$ cat config.mk
export PLATFORM = sky130hd
export DESIGN_NAME = irq_ctrl_flat
export DESIGN_NICKNAME = d
export VERILOG_FILES = /design/src/rtl/irq_pkg.sv /design/src/rtl/irq_ctrl_if.sv /design/src/rtl/irq_sync_edge.sv /design/src/rtl/irq_ctrl.sv /design/src/flat_wrapper.sv
export SDC_FILE = /design/constraint.sdc
export NUM_CORES = 1
export LEC_CHECK = 0
export CORE_MARGIN = 2
export CORE_UTILIZATION = 38
export CTS_BUF_LIST = sky130_fd_sc_hd__clkbuf_8
export DETAILED_ROUTE_END_ITERATION = 10
export PLACE_DENSITY = 0.93
export SETUP_SLACK_MARGIN = 0.5
export SYNTH_ARGS = -nofsm -noshare
export SYNTH_HDL_FRONTEND = slang
export SYNTH_SLANG_ARGS = --single-unit
export TNS_END_PERCENT = 10
$ cat constraint.sdc
create_clock -name clk -period 2.6 [get_ports clk]
set_clock_uncertainty 0.1 [all_clocks]
set_input_delay 0.78 -clock clk [delete_from_list [all_inputs] [get_ports clk]]
set_output_delay 0.78 -clock clk [all_outputs]
set_load 0.02 [all_outputs]
$ cat src/rtl/irq_pkg.sv
`default_nettype none
// ============================================================================
// Module      : irq_pkg
// Description : Shared constants for the interrupt controller and the Bridge:
//               register offsets, source limit, bus widths, VEC field layout.
// Revision    : 1.0 - initial release
// ============================================================================
package irq_pkg;

    localparam int c_MAX_SRC = 6;
    localparam int c_ADDR_W  = 30;
    localparam int c_DATA_W  = 32;

    // Word offsets within the controller's DEV slot
    typedef enum logic [1:0] {
        REG_PEND = 2'd0,
        REG_MASK = 2'd1,
        REG_MODE = 2'd2,
        REG_VEC  = 2'd3
    } reg_off_t;

    // VEC register field positions
    localparam int c_VEC_VALID_BIT = 31;
    localparam int c_VEC_IDX_LSB   = 0;
    localparam int c_VEC_IDX_W     = 3;
    localparam int c_VEC_LAST_LSB  = 4;

endpackage
`default_nettype wire

$ cat src/rtl/irq_ctrl_if.sv
`default_nettype none
// ============================================================================
// Module      : irq_ctrl_if
// Description : Bridge-side register bus of the interrupt controller.
// Revision    : 1.0 - initial release
// ============================================================================
interface irq_ctrl_if;
    import irq_pkg::*;

    logic [c_ADDR_W-1:0] addr;
    logic                we;
    logic [c_DATA_W-1:0] din;
    logic [c_DATA_W-1:0] dout;

    modport master (output addr, output we, output din, input  dout);
    modport slave  (input  addr, input  we, input  din, output dout);

endinterface
`default_nettype wire

$ cat src/rtl/irq_sync_edge.sv
`default_nettype none
// ============================================================================
// Module      : irq_sync_edge
// Description : Per-source synchroniser chain plus history flop; provides the
//               synchronised level and a one-cycle rising-edge strobe.
// Revision    : 1.0 - initial release
// ============================================================================
module irq_sync_edge #(
    parameter int SYNC_STAGES = 2
) (
    input  wire logic clk,
    input  wire logic reset,
    input  wire logic src,
    output logic      lvl,
    output logic      rise
);

    logic [SYNC_STAGES-1:0] r_sync;
    logic                   r_hist;

    // Synchroniser shift chain and edge-detect history; history clears on reset
    // so a source already high at release is seen as one edge.
    always_ff @(posedge clk or posedge reset) begin
        if (reset) begin
            r_sync <= '0;
            r_hist <= 1'b0;
        end else begin
            r_sync <= {r_sync[SYNC_STAGES-2:0], src};
            r_hist <= r_sync[SYNC_STAGES-1];
        end
    end

    assign lvl  = r_sync[SYNC_STAGES-1];
    assign rise = lvl & ~r_hist;

endmodule
`default_nettype wire

$ cat src/rtl/irq_ctrl.sv
`default_nettype none
// ============================================================================
// Module      : irq_ctrl
// Description : Memory-mapped interrupt controller. Synchronises, edge/level
//               qualifies, latches and masks up to 6 sources; presents
//               PEND&MASK to the CPU and a priority-encoded VEC register.
//               Optional macro IRQ_CTRL_ROUND_ROBIN_EN selects rotating
//               priority starting after the last acknowledged source.
// Revision    : 1.0 - initial release
// ============================================================================
module irq_ctrl
    import irq_pkg::*;
#(
    parameter int                     N_SRC       = 6,
    parameter int                     SYNC_STAGES = 2,
    parameter logic [c_MAX_SRC-1:0]   MODE_RST    = 6'b111111
) (
    input  wire logic             clk,
    input  wire logic             reset,
    input  wire logic [N_SRC-1:0] irq_src,
    irq_ctrl_if.slave             bus,
    output logic      [N_SRC-1:0] hw_int,
    output logic                  irq_any
);

    logic [N_SRC-1:0]    w_lvl;
    logic [N_SRC-1:0]    w_rise;
    logic [N_SRC-1:0]    w_clr;
    logic [N_SRC-1:0]    w_pend_nxt;
    logic [N_SRC-1:0]    r_pend;
    logic [N_SRC-1:0]    r_mask;
    logic [N_SRC-1:0]    r_mode;
    reg_off_t            w_off;
    logic                w_wr_pend;
    logic                w_wr_mask;
    logic                w_wr_mode;
    logic                w_wr_vec;
    logic [2:0]          w_ack_idx;
    logic                w_ack_ok;
    logic [2:0]          w_start;
    logic [2:0]          w_vec_idx;
    logic [c_DATA_W-1:0] w_dout;
    logic                w_unused_bits;

    generate
        for (genvar i = 0; i < N_SRC; i++) begin : g_src
            irq_sync_edge #(
                .SYNC_STAGES (SYNC_STAGES)
            ) u_sync (
                .clk   (clk),
                .reset (reset),
                .src   (irq_src[i]),
                .lvl   (w_lvl[i]),
                .rise  (w_rise[i])
            );
        end
    endgenerate

    assign w_off     = reg_off_t'(bus.addr[1:0]);
    assign w_wr_pend = bus.we && (w_off == REG_PEND);
    assign w_wr_mask = bus.we && (w_off == REG_MASK);
    assign w_wr_mode = bus.we && (w_off == REG_MODE);
    assign w_wr_vec  = bus.we && (w_off == REG_VEC);
    assign w_ack_idx = bus.din[2:0];
    assign w_ack_ok  = w_wr_vec && (int'(w_ack_idx) < N_SRC);

    // Only the word offset and the low data bits are meaningful here
    assign w_unused_bits = ^{bus.addr[c_ADDR_W-1:2], bus.din};

    // Clear requests: W1C on PEND plus a single-bit ack through VEC
    always_comb begin
        w_clr = '0;
        if (w_wr_pend) begin
            w_clr = bus.din[N_SRC-1:0];
        end
        for (int i = 0; i < N_SRC; i++) begin
            if (w_ack_ok && (w_ack_idx == 3'(i))) begin
                w_clr[i] = 1'b1;
            end
        end
    end

    // Edge bits: a new edge beats a same-cycle clear; level bits follow the line
    always_comb begin
        w_pend_nxt = '0;
        for (int i = 0; i < N_SRC; i++) begin
            w_pend_nxt[i] = r_mode[i] ? (w_rise[i] | (r_pend[i] & ~w_clr[i]))
                                      : w_lvl[i];
        end
    end

    // Pending, mask and mode registers
    always_ff @(posedge clk or posedge reset) begin
        if (reset) begin
            r_pend <= '0;
            r_mask <= '0;
            r_mode <= MODE_RST[N_SRC-1:0];
        end else begin
            r_pend <= w_pend_nxt;
            if (w_wr_mask) r_mask <= bus.din[N_SRC-1:0];
            if (w_wr_mode) r_mode <= bus.din[N_SRC-1:0];
        end
    end

    assign hw_int  = r_pend & r_mask;
    assign irq_any = |hw_int;

`ifdef IRQ_CTRL_ROUND_ROBIN_EN
    logic [2:0] r_last_acked;

    // Remember the most recent valid ack to rotate the search start
    always_ff @(posedge clk or posedge reset) begin
        if (reset) begin
            r_last_acked <= 3'(N_SRC - 1);
        end else if (w_ack_ok) begin
            r_last_acked <= w_ack_idx;
        end
    end

    assign w_start = (r_last_acked >= 3'(N_SRC - 1)) ? 3'd0 : (r_last_acked + 3'd1);
`else
    assign w_start = 3'd0;
`endif

    // First requesting source found when scanning upward from start (wrapping)
    function automatic logic [2:0] f_prio(input logic [N_SRC-1:0] req,
                                          input logic [2:0]       start);
        logic [2:0] idx;
        logic [2:0] j;
        logic       found;
        idx   = 3'd0;
        found = 1'b0;
        for (int i = 0; i < N_SRC; i++) begin
            j = 3'((int'(start) + i) % N_SRC);
            if (!found && req[j]) begin
                idx   = j;
                found = 1'b1;
            end
        end
        return idx;
    endfunction

    assign w_vec_idx = f_prio(hw_int, w_start);

    // Read mux; unused bits read zero
    always_comb begin
        w_dout = '0;
        case (w_off)
            REG_PEND: w_dout[N_SRC-1:0] = r_pend;
            REG_MASK: w_dout[N_SRC-1:0] = r_mask;
            REG_MODE: w_dout[N_SRC-1:0] = r_mode;
            REG_VEC: begin
                w_dout[c_VEC_VALID_BIT] = irq_any;
                w_dout[c_VEC_IDX_LSB +: c_VEC_IDX_W] = w_vec_idx;
`ifdef IRQ_CTRL_ROUND_ROBIN_EN
                w_dout[c_VEC_LAST_LSB +: 3] = r_last_acked;
`endif
            end
            default: w_dout = '0;
        endcase
    end

    assign bus.dout = w_dout;

endmodule
`default_nettype wire

$ cat src/flat_wrapper.sv
// flat-port wrapper written by rule: the top's interface ports become plain ports
module irq_ctrl_flat import irq_pkg::*;
#(
    parameter int                     N_SRC       = 6,
    parameter int                     SYNC_STAGES = 2,
    parameter logic [c_MAX_SRC-1:0]   MODE_RST    = 6'b111111
)
  (clk, reset, irq_src, hw_int, irq_any, bus_addr, bus_we, bus_din, bus_dout);
  irq_ctrl_if bus_i ();
  input  wire logic clk;
  input  wire logic reset;
  input  wire logic [N_SRC-1:0] irq_src;
  output logic      [N_SRC-1:0] hw_int;
  output logic irq_any;
  input wire logic [$bits(bus_i.addr)-1:0] bus_addr;
  input wire logic [$bits(bus_i.we)-1:0] bus_we;
  input wire logic [$bits(bus_i.din)-1:0] bus_din;
  output wire logic [$bits(bus_i.dout)-1:0] bus_dout;
  assign bus_i.addr = bus_addr;
  assign bus_i.we = bus_we;
  assign bus_i.din = bus_din;
  assign bus_dout = bus_i.dout;
  irq_ctrl #(.N_SRC(N_SRC), .SYNC_STAGES(SYNC_STAGES), .MODE_RST(MODE_RST)) u_core (.clk(clk), .reset(reset), .irq_src(irq_src), .bus(bus_i), .hw_int(hw_int), .irq_any(irq_any));
endmodule
==> results of run 1 <==
cells by family after synthesis:
group | after synthesis | synth area share [%]
simple gates | 45 | 14.5
buf+inv | 32 | 12.9
other cells | 1 | 0.217
mux | 17 | 11.4
flops | 36 | 52.5
compound gates | 22 | 8.60
cells in the final DEF, fill, tap and decap left out, types with 3 or more instances in the layout:
cell type        instances
dfrtp_1                 28
conb_1                  25
buf_4                   21
nand2_1                 20
clkdlybuf4s50_1         13
mux2_2                  12
clkbuf_8                 6
buf_6                    6
dfstp_2                  6
inv_1                    5
mux2i_1                  4
o21ai_1                  4
nand3_1                  4
dlymetal6s2s_1           4
clkbuf_2                 4
a22o_1                   3
synthesized netlist by cell type:
master | count | area, µm²
o211ai_1 | 2 | 15.0
dfstp_2 | 6 | 158
nand2_1 | 21 | 78.8
and2_2 | 2 | 15.0
nand3_1 | 6 | 30.0
nor3_1 | 2 | 10.0
nand2b_1 | 1 | 6.26
nand3b_1 | 1 | 7.51
nor3b_2 | 2 | 25.0
nor3b_1 | 1 | 7.51
nor2b_1 | 2 | 12.5
nor2_1 | 2 | 7.51
dfrtp_1 | 30 | 751
a31oi_1 | 3 | 18.8
a22o_1 | 3 | 26.3
mux2_2 | 12 | 135
a221oi_1 | 2 | 17.5
o31a_1 | 1 | 8.76
conb_1 | 1 | 3.75
nor2b_2 | 1 | 8.76
mux4_2 | 1 | 22.5
mux2i_1 | 4 | 40.0
and2_4 | 1 | 8.76
buf_2 | 1 | 5.00
nand3b_4 | 1 | 20.0
a21oi_1 | 2 | 10.0
buf_4 | 27 | 203
o21ai_0 | 6 | 30.0
inv_1 | 3 | 11.3
a21o_1 | 2 | 15.0
clkbuf_1 | 1 | 3.75
a211oi_1 | 1 | 7.51
nor4_1 | 1 | 6.26
and2_1 | 1 | 6.26
per-layer routing:
layer / up-vias / routed length [µm]
li1: 587 / -
met1: 584 / 1360
met2: 49 / 1810
met3: 8 / 207
met4: 0 / 81
met5: - / 0
critical path, cell delays in order (launching register included):
cell and delay [ps]:
dfrtp_1 390, a22o_1 260, nor3b_2 160, mux4_2 470
buf_6 150
stage by stage:
step                      instance area [µm²]  power, mW
after floorplan                          1840      0.976
after global placement                   2130       1.14
after detailed placement                 2130       1.16
after CTS                                2240       1.55
after global routing                     2270       1.64
final                                    2270       1.56
timing repair:
action                     in CTS  in global routing
pin swaps                       2                  7
gates resized for setup        46                 30
setup endpoints to repair      27                 17
cloned                          1                  0
power breakdown:
part	internal, mW	switching, mW	total, mW	leakage, nW
Clock	0.208	0.173	0.381	0.0538
Sequential	0.642	0.0548	0.697	0.411
Combinational	0.236	0.243	0.478	0.643
Total	1.09	0.471	1.56	1.11
final timing paths:
path                                                            start                                          to  slack (ps)
max                                      u_core.r_mask[3]$_DFFE_PP0P_                                 bus_dout[1]          10
max in group asynchronous                                       reset                u_core.r_mode[0]$_DFFE_PP1P_        1270
min in group asynchronous                                       reset  u_core.g_src[5].u_sync.r_sync[1]$_DFF_PP0_         790
min reg2reg                u_core.g_src[4].u_sync.r_sync[0]$_DFF_PP0_  u_core.g_src[4].u_sync.r_sync[1]$_DFF_PP0_         250
min                        u_core.g_src[4].u_sync.r_sync[0]$_DFF_PP0_  u_core.g_src[4].u_sync.r_sync[1]$_DFF_PP0_         250
max reg2reg                              u_core.r_mode[2]$_DFFE_PP1P_                  u_core.r_pend[2]$_DFF_PP0_        1440
flip-flops by register name, summed over array words and instances (netlist names):
| register | flops |
|---|---|
| u_core.g_src.u_sync.r_hist | 6 |
| u_core.g_src.u_sync.r_sync | 12 |
| u_core.r_mask | 6 |
| u_core.r_mode | 6 |
| u_core.r_pend | 6 |
final cells by class:
class                           instances  area [µm²]  area share, %
Multi-Input combinational cell        109         741           32.6
Inverter                                3        11.3          0.495
Sequential cell                        36         911           40.0
Tap cell                               52        65.1           2.86
Clock inverter                          2        7.51          0.330
Clock buffer                            6        82.6           3.63
Timing Repair Buffer                   51         457           20.1
==> run metrics, run 1 <==
pre-CTS WS=-811 ps; Avg WL per Cell=13.3 µm; CP arrival=1710 ps; Placed Cells=250; number of max-cap violations=0; Synth Instances=153; max-slew violation count=0; yosys warns=0; met1 Usage GRT=16.7%; grt ovf=0; Worst Slack Setup Final=11.8 ps; Netlist cell types=34; Hold-fix buffers, CTS=0; final net count=277; min Tclk post-route=2590 ps; Worst setup SP type=flop; FF+latch count, synth=36; diode count=0; met2 capacity usage during global routing=25.6%; critical path type=reg2out; Area growth, synth to finish=31.4%; FP Rows=24; vias per cell=4.74; Initial DRC Count=81; Hold Slack=247 ps; Die H=71.5 µm; post-CTS setup buffers=0; largest net degree at the start of global routing=37; Max rail drop VDD=0.280 mV; GRT Total Usage=14.7%; Post-Syn Area=1730 µm²; number of global-route vias before repair=1270; largest fanout on the critical path=2; initial antenna violation count=0; RSZ-0062 raised after global routing=yes; Seq/Total Area, Yosys=52.5%; Setup crit end kind=primary output; Fin. Hold Viols=0; Fmax=386 MHz; setup TNS=0 ps; worst reg2reg path depth=3; Worst Hold Depth=0; dpl hpwl=2560 µm; Die Width=71.5 µm; met3 Usage GRT=3.52%; P per Cell Area=684 nW/µm²; number of setup violations in the final report=0; CTS tree=done; Final Wtd Congestion=0.835; Clock H-tree levels=2; final core utilization=51.9%; DRC errors left=0; Worst Hold Class=reg2reg; CTS clk-pin slew, worst paths=70 ps; Layout Cells excl Fill=259; Critical Path RT=1720 ps; P_leak=1.11 nW; Initial Utilization=39.5%; layout cell share with drive strength beyond 1=36.2%; IO Port Bufs=30; CTS Buffer Depth=2; post-route ant nets=0; root buffer cell=clkbuf_8; clock sinks=36; IO Count=110; GRT busiest layer=met2; Inserted Clock Buffers=5; Pre-antenna DRT Iters=4; worst-skew pair later-pin latency=270 ps; Die Area=5110 µm²; Post-Route WL=3460 µm; Vias=1228; fill count=377; Avg Cell Area, Syn=11.3 µm²; final worst-path cycle share=99.5%; global-route wire length before repair=5790 µm; total core area=4380 µm²; status=completed
Note: power is estimated with default switching activity, not from simulation.
==> run 2: changes to the inputs <==
--- a/config.mk
+++ b/config.mk
@@ -10,6 +10,7 @@
 export CTS_BUF_LIST = sky130_fd_sc_hd__clkbuf_8
 export DETAILED_ROUTE_END_ITERATION = 10
 export PLACE_DENSITY = 0.93
+export RECOVER_POWER = 100
 export SETUP_SLACK_MARGIN = 0.5
 export SYNTH_ARGS = -nofsm -noshare
 export SYNTH_HDL_FRONTEND = slang
==> run metrics, run 2 (synthesis gave the netlist of run 1 again) <==
status=completed; clock sinks=36; max reg flops=12; grt ovf=0; Avg WL per Cell=13.4 µm; FP Rows=24; r2r endpoint=u_core.r_pend[2]$_DFF_PP0_; Max rail drop VDD=0.278 mV; Clock H-tree levels=2; Pint=1.06 mW; diode count=0; number of global-route vias before repair=1270; Critical Path RT=1720 ps; Area growth, synth to finish=27.2%; Inserted Clock Buffers=5; Initial Utilization=39.5%; IO Port Bufs=30; Die H=71.5 µm; global-route wire length before repair=5790 µm; slowest cell delay on critical path=470 ps; P per Cell Area=696 nW/µm²; largest net degree at the start of global routing=37; Fin. Hold Viols=0; Worst Hold Depth=0; Slew HR=43.9%; Die Width=71.5 µm; Sw Ratio=30.7%; final worst-path cycle share=99.3%; hold path start=u_core.g_src[4].u_sync.r_sync[0]$_DFF_PP0_; Worst Hold Class=reg2reg; fill count=392; initial antenna violation count=0; WP buf/inv=1; CTS Buffer Depth=2; GRT Total Usage=14.7%; largest reg by FF count=u_core.g_src.u_sync.r_sync; post-route ant nets=0; Placed Area=2130 µm²; final core utilization=50.2%; number of setup violations in the final report=0; dpl hpwl=2560 µm; P_leak=1.02 nW; Final Wtd Congestion=0.835; final net count=277; Worst setup SP type=flop; pre-CTS WS=-811 ps; CTS clk-pin slew, worst paths=70 ps; clock power share=24.8%; number of max-cap violations=0; Hold-fix buffers, CTS=0; worst-skew pair later-pin latency=270 ps; min Tclk post-route=2580 ps; post-CTS setup buffers=0; highest-count cells in the layout ignoring fill and taps=dfrtp_1 (28), conb_1 (25), nand2_1 (20); total core area=4380 µm²; FF-to-FF Start=u_core.r_mode[2]$_DFFE_PP1P_; Initial DRC Count=66; Setup crit end kind=primary output; critical path type=reg2out; footprint of the multi-input gates=723 µm²; CP cell instances=a22o_1 -> nor3b_2 -> mux4_2 -> buf_6; Worst Slack Setup Final=17.6 ps; largest fanout on the critical path=2; Post-Route WL=3470 µm; RSZ-0062 raised after global routing=yes; CP top delay family=multiplexers; CTS tree=done; Worst Hold Path EP=u_core.g_src[4].u_sync.r_sync[1]$_DFF_PP0_; IO Count=110; CP arrival=1700 ps; Register Area=911 µm²; r2r setup slk=1440 ps; Logic pwr share=29.7%; Hold Slack=247 ps; sequential share of power=45.5%; Vias=1239; worst reg2reg path depth=3; root buffer cell=clkbuf_8; max-slew violation count=0; layout cell share with drive strength beyond 1=32.4%; Design Area, Final=2200 µm²; DRC errors left=0; vias per cell=4.78; setup TNS=0 ps; Slew @ Worst Pin=842 ps; Critical-path top delay cell=mux4_2; Pre-antenna DRT Iters=4; Die Area=5110 µm²; Psw=0.471 mW; leading cell type in the layout, fill and taps excluded=dfrtp_1; Fmax=387 MHz
==> run 2: how the worst max path moves through the flow <==
stage	startpoint	cells after the start	slack (ps)	end
after floorplan	bus_addr[0]	5	220	bus_dout[0]
after global placement	bus_addr[0]	7	-780	bus_dout[3]
after detailed placement	bus_addr[0]	7	-810	bus_dout[4]
after CTS	u_core.r_pend[3]$_DFF_PP0_	4	4	bus_dout[1]
after global routing	u_core.r_mask[3]$_DFFE_PP0P_	4	-30	bus_dout[1]
final	u_core.r_mask[3]$_DFFE_PP0P_	4	20	bus_dout[1]
==> run 2: repair_timing <==
item	4_1_cts	5_1_grt
resized for setup	46	30
gates cloned	1	0
pin swaps	2	7
setup endpoints to repair	27	17
==> run 2: power by group through the flow <==
stage | Sequential (mW) | Combinational, mW | Clock (mW)
after floorplan | 0.688 | 0.288 | 0
after global placement | 0.693 | 0.448 | 0
after detailed placement | 0.700 | 0.465 | 0
after CTS | 0.690 | 0.462 | 0.400
after global routing | 0.707 | 0.491 | 0.419
final | 0.698 | 0.455 | 0.381
==> run 2: worst register-to-register path: cells and delay by family, from the launching register on <==
family | cells | cell delay, ps
AO/OA/AOI/OAI | 2 | 380
flip-flops | 1 | 560
AND/OR/NAND/NOR | 1 | 70
==> run 2: area by class of cell <==
type                            instances  area share (%)
Sequential cell                        36            41.4
Multi-Input combinational cell        109            32.8
Timing Repair Buffer                   51            18.2
Clock buffer                            6            3.75
Tap cell                               52            2.95
Inverter                                3           0.511
Clock inverter                          2           0.341
==> run 2: layer usage <==
| metal | vias to the layer above | global-route usage [%] | routed length (µm) |
|---|---|---|---|
| li1 | 586 | - | - |
| met1 | 597 | 16.7 | 1360 |
| met2 | 51 | 25.6 | 1840 |
| met3 | 5 | 3.52 | 218 |
| met4 | 0 | 7.34 | 56 |
| met5 | - | 0 | 0 |
==> run 2: metrics by stage <==
step	std cells	power [mW]
after global routing	259	1.62
final	259	1.53
after global placement	250	1.14
after detailed placement	250	1.16
after floorplan	177	0.976
after CTS	259	1.55
==> RTL edit 1 (flow settings as in run 1) <==
Build with the macro `IRQ_CTRL_ROUND_ROBIN_EN` defined.
--- a/src/rtl/irq_ctrl.sv
+++ b/src/rtl/irq_ctrl.sv
@@ -8,6 +8,8 @@
 //               priority starting after the last acknowledged source.
 // Revision    : 1.0 - initial release
 // ============================================================================
+`define IRQ_CTRL_ROUND_ROBIN_EN
+
 module irq_ctrl
     import irq_pkg::*;
 #(
Check against the original RTL: not equivalent (Yosys sat finds a counterexample within 4 cycles, from zero or initial values and one cycle with reset high).
==> RTL edit 1 against run 1 <==
  * The run now ends with setup timing left
  * Worst hold slack improved by 0.014 ns
  * Via count grew to 2.5 times the old value
  * Sequential cell count up 3
  * Setup slack worse by 2.6 ns
  * Core utilization rose by 8.7 points
  * Non-clock buffer count up 85
  * Count of clock-buffer cells in the layout is 1 lower
  * Clock power is 28% higher
  * Routed wire length grew to 2.8 times the old value
  * Cell area grew 93%
  * Largest cell class is now multi-input combinational cells
  * Area after synthesis rose by 64%
  * Power increased to 2.6 times the old value
==> RTL edit 1: results (changes against run 1) <==
----------------------------------------------------
[Final layout]
  Area of the multi-input gates ... 2010 sq um (+170%)
  Count of multi-input gates ... 251 (+130%)
  Fin cells ... 551 (+110%)
  Layout buffering overhead excluding clock cells ... 0.247 (+0.0462)
  Ratio of cells with drive above 1 in the final layout ... 0.462 (+0.100)
  Final-stage net count ... 533 (+92%)
  Fraction of area in clock buffers and inverters ... 0.0251 (-0.0145)
  Total of clock buffers placed in the layout ... 5 (-1)
  Nonclk buf count ... 136 (+170%)

[Outcome]
  Violations in the final reports ... setup timing
  Run status ... finished, violations left

[STA]
  Total setup violations reported at the end of the flow ... 6 (+6)
  PnR worst setup slack ... -2.63 ns (-2.65 ns)

[Routing]
  Met3 WL ... 613 microns (+200%)
  Met2 wire len ... 5290 microns (+190%)
  First-pass iteration count of the detailed router ... 5 (+1)
  Sum of routed wire segments on met1 ... 3560 microns (+160%)

[Synthesis]
  Proportion of synthesized chip area in sequential cells ... 0.347 (-0.178)
  Average cell area after synthesis ... 8.86 sq um (-22%)
  Synth Area in Compound Gates ... 0.200 (+0.114)

[Setup path]
  Critical path's largest stage delay ... 0.57 ns (+0.10 ns)
  Max FO, Critical Path ... 6 (+4)
  Flop-to-flop setup slack ... 1.27 ns (-0.17 ns)
  Family of cells with the greatest summed delay on the critical path ... simple AND/OR/NAND/NOR gates
  Arrival @ worst endpoint ... 4.35 ns (+2.64 ns)

[Placed design]
  Detailed placement HPWL ... 6670 microns (+160%)
  DP Cell Count ... 535 (+110%)

[Clock network]
  Count of clock tree sinks ... 39 (+8.3%)
  Number of gates given a new drive strength after cts ... 89 (+93%)

[Global route]
  Largest net degree at the start of global routing ... 40 (+8.1%)
  GR Util met1 ... 0.247 (+0.0795)
  Met2 global-route usage ... 0.463 (+0.207)

[Power]
  Static power due to leakage ... 2.00 nW (+81%)
  Clock-net power ... 488 uW (+28%)

----------------------------------------------------
RTL edit 1: cell types whose count changed after synthesis, sizes merged, moves of 5 or more:
cell,delta
nor4,+5
clkbuf,+7
and3,+5
inv,+13
nor2,+23
o21ai,+8
a21oi,+14
o22ai,+5
ha,+11
nor3,+6
nand2,+15
RTL edit 1: kinds of logic after synthesis:
logic type                 count (synthesis)
xor gates and xnor gates                   2
buffers and inverters                     54
and+or+nand+nor                          113
AOI/OAI and AO/OA                         79
muxes                                     22
DFF                                       39
adders and majority gates                 11
other                                      1
RTL edit 1: worst paths after layout:
check	depth (start not counted)	endpoint
setup / recovery	17	bus_dout[1]
hold / removal	0	u_core.g_src[3].u_sync.r_sync[1]$_DFF_PP0_
setup reg to reg	4	u_core.r_last_acked[0]$_DFFE_PP1P_
hold reg to reg	0	u_core.g_src[3].u_sync.r_sync[1]$_DFF_PP0_
max in group asynchronous	3	u_core.r_mode[3]$_DFFE_PP1P_
min in group asynchronous	3	u_core.g_src[2].u_sync.r_hist$_DFF_PP0_
==> RTL edit 2 (config.mk and constraints of run 1) <==
Made on the original files. Put a register stage on the output `hw_int`, with the module's reset. The value now appears one clock later. The other outputs are not delayed to match.
--- a/src/rtl/irq_ctrl.sv
+++ b/src/rtl/irq_ctrl.sv
@@ -22,6 +22,8 @@
     output logic      [N_SRC-1:0] hw_int,
     output logic                  irq_any
 );
+
+    logic      [N_SRC-1:0] hw_int_d;
 
     logic [N_SRC-1:0]    w_lvl;
     logic [N_SRC-1:0]    w_rise;
@@ -102,8 +104,8 @@
         end
     end
 
-    assign hw_int  = r_pend & r_mask;
-    assign irq_any = |hw_int;
+    assign hw_int_d = r_pend & r_mask;
+    assign irq_any = |hw_int_d;
 
 `ifdef IRQ_CTRL_ROUND_ROBIN_EN
     logic [2:0] r_last_acked;
@@ -140,7 +142,7 @@
         return idx;
     endfunction
 
-    assign w_vec_idx = f_prio(hw_int, w_start);
+    assign w_vec_idx = f_prio(hw_int_d, w_start);
 
     // Read mux; unused bits read zero
     always_comb begin
@@ -162,6 +164,14 @@
 
     assign bus.dout = w_dout;
 
+    always_ff @(posedge clk or posedge reset) begin
+        if (reset) begin
+            hw_int <= '0;
+        end else begin
+            hw_int <= hw_int_d;
+        end
+    end
+
 endmodule
 `default_nettype wire
 
Function: changed (a bounded check fails within 4 cycles, from zero or initial values and one cycle with reset high).
==> RTL edit 2 against run 1 <==
  * Fmax grew 2.6%
  * Core utilization increased by 0.83 points
  * Area after synthesis grew 7.7%
  * Routed wire length is 8.0% higher
  * Clock power grew 11%
  * Global-route usage rose by 0.094 points
  * Sequential cell count increased by 6
  * Setup slack improved by 0.065 ns
  * Cell area increased by 9.5%
  * Power rose by 11%
  * Cell count up 8.1%
  * Worst hold slack better by 0.0037 ns
  * Largest cell class unchanged
  * Highest routed layer unchanged
==> RTL edit 2: results (changes against run 1) <==
----------------------------------------------------
[Setup path]
  Max FO, Critical Path ... 3 (+1)
  Reg2Reg Launch Point ... u_core.r_mode[0]$_DFFE_PP1P_
  Beginning of the critical path ... u_core.r_pend[0]$_DFF_PP0_
  Worst path slowest cell ... sky130_fd_sc_hd__dfrtp_1
  Worst R2R End ... u_core.r_pend[0]$_DFF_PP0_
  Worst setup path endpoint ... bus_dout[0]
  Critical path's largest stage delay ... 0.39 ns (-0.08 ns)

[Placed design]
  Detailed placement HPWL ... 2630 microns (+2.7%)
  DP Cell Count ... 271 (+8.4%)
  Dpl cell area ... 2310 sq um (+8.5%)
  GPL Wtd Cong ... 0.823 (-1.5%)
  Post-placement setup slack ... -0.858 ns (-0.0462 ns)

[Power]
  Clock-net power ... 423 uW (+11%)
  Overall power ... 1.72 mW (+11%)
  Register share of total power ... 0.467 (+0.019)
  Static power due to leakage ... 1.23 nW (+11%)

[Routing]
  Via/cell ratio ... 4.70 (-0.95%)
  Average wire per standard cell ... 13.3 microns (-0.14%)
  WL final ... 3730 microns (+8.0%)
  Initial DRC Count ... 57 (-30%)

[Final layout]
  Invs w/o clock ... 4 (+1)
  Total of clock buffers placed in the layout ... 6 (unchanged)
  Nonclk buf count ... 52 (+2.0%)
  Final-stage net count ... 283 (+2.2%)
  Share of the final layout cell area in sequential cells ... 0.425 (+0.0247)
  Layout buffering overhead excluding clock cells ... 0.203 (+0.00224)
  Count of multi-input gates ... 107 (-1.8%)
  Area of the multi-input gates ... 736 sq um (-0.68%)
  Layout overhead on the synthesized area ... 33.6%
  Ratio of cells with drive above 1 in the final layout ... 0.338 (-0.0243)

[Global route]
  Global-route wire length before repair ... 6020 microns (+4.0%)
  Global routing usage summed across all routing layers ... 0.148 (+0.000943)
  Largest net degree at the start of global routing ... 43 (+16%)

[Synthesis]
  Post-Syn Instances ... 156 (+2.0%)
  Area share of the largest cell type after synthesis ... 0.483 (+0.0497)
  Most used standard cells in the synthesized netlist ... sky130_fd_sc_hd__dfrtp_1, sky130_fd_sc_hd__buf_4, sky130_fd_sc_hd__nand2_1
  Dominant cells by area after synthesis ... sky130_fd_sc_hd__dfrtp_1, sky130_fd_sc_hd__buf_4, sky130_fd_sc_hd__dfstp_2, sky130_fd_sc_hd__mux2_2, sky130_fd_sc_hd__nand2_1
  Proportion of synthesized chip area in sequential cells ... 0.568 (+0.0432)
  Distinct cell type count after synthesis ... 32 (-5.9%)

[Outcome]
  Run status ... finished, final reports clean

[Clock network]
  Number of gates given a new drive strength after cts ... 57 (+24%)
  Clock Latency Late Sink ... 0.30 ns (+0.03 ns)
  Number of setup buffers added after CTS ... 1 (+1)
  Count of clock tree sinks ... 42 (+17%)

[STA]
  Final hold slack ... 0.250 ns (+0.00372 ns)
  Achievable clock frequency ... 396 MHz (+2.6%)

[Min path]
  Cells on Worst Hold Path ... 0 (unchanged)

----------------------------------------------------
==> RTL edit 2: cell types whose count changed in the layout (fill, tap and decap cells not counted), sizes merged, moves of 3 or more <==
cell,change
dfrtp,+6
a21oi,+4
dlymetal6s2s,+3
clkbuf,-4
buf,+3
nand3,-3
==> RTL edit 2: worst register-to-register path: cells and delay by family (launching register included) <==
kind | cells | cell delay [ns]
AO/OA/AOI/OAI | 2 | 0.37
flip-flops | 1 | 0.57
AND/OR/NAND/NOR | 1 | 0.06
==> RTL edit 2: layer usage <==
metal	part of all wire	global-route usage	up-vias
met1	0.41	0.170	653
met3	0.061	0.0474	8
met2	0.51	0.252	48
met4	0.015	0.0667	0
li1	-	-	606
met5	0	0	-
==> RTL edit 2: cell families after synthesis <==
logic type / Yosys count / synth area share
compound gates: 25 / 0.0913
flops: 42 / 0.568
other cells: 1 / 0.00201
mux: 17 / 0.108
simple gates: 40 / 0.115
buf+inv: 31 / 0.115
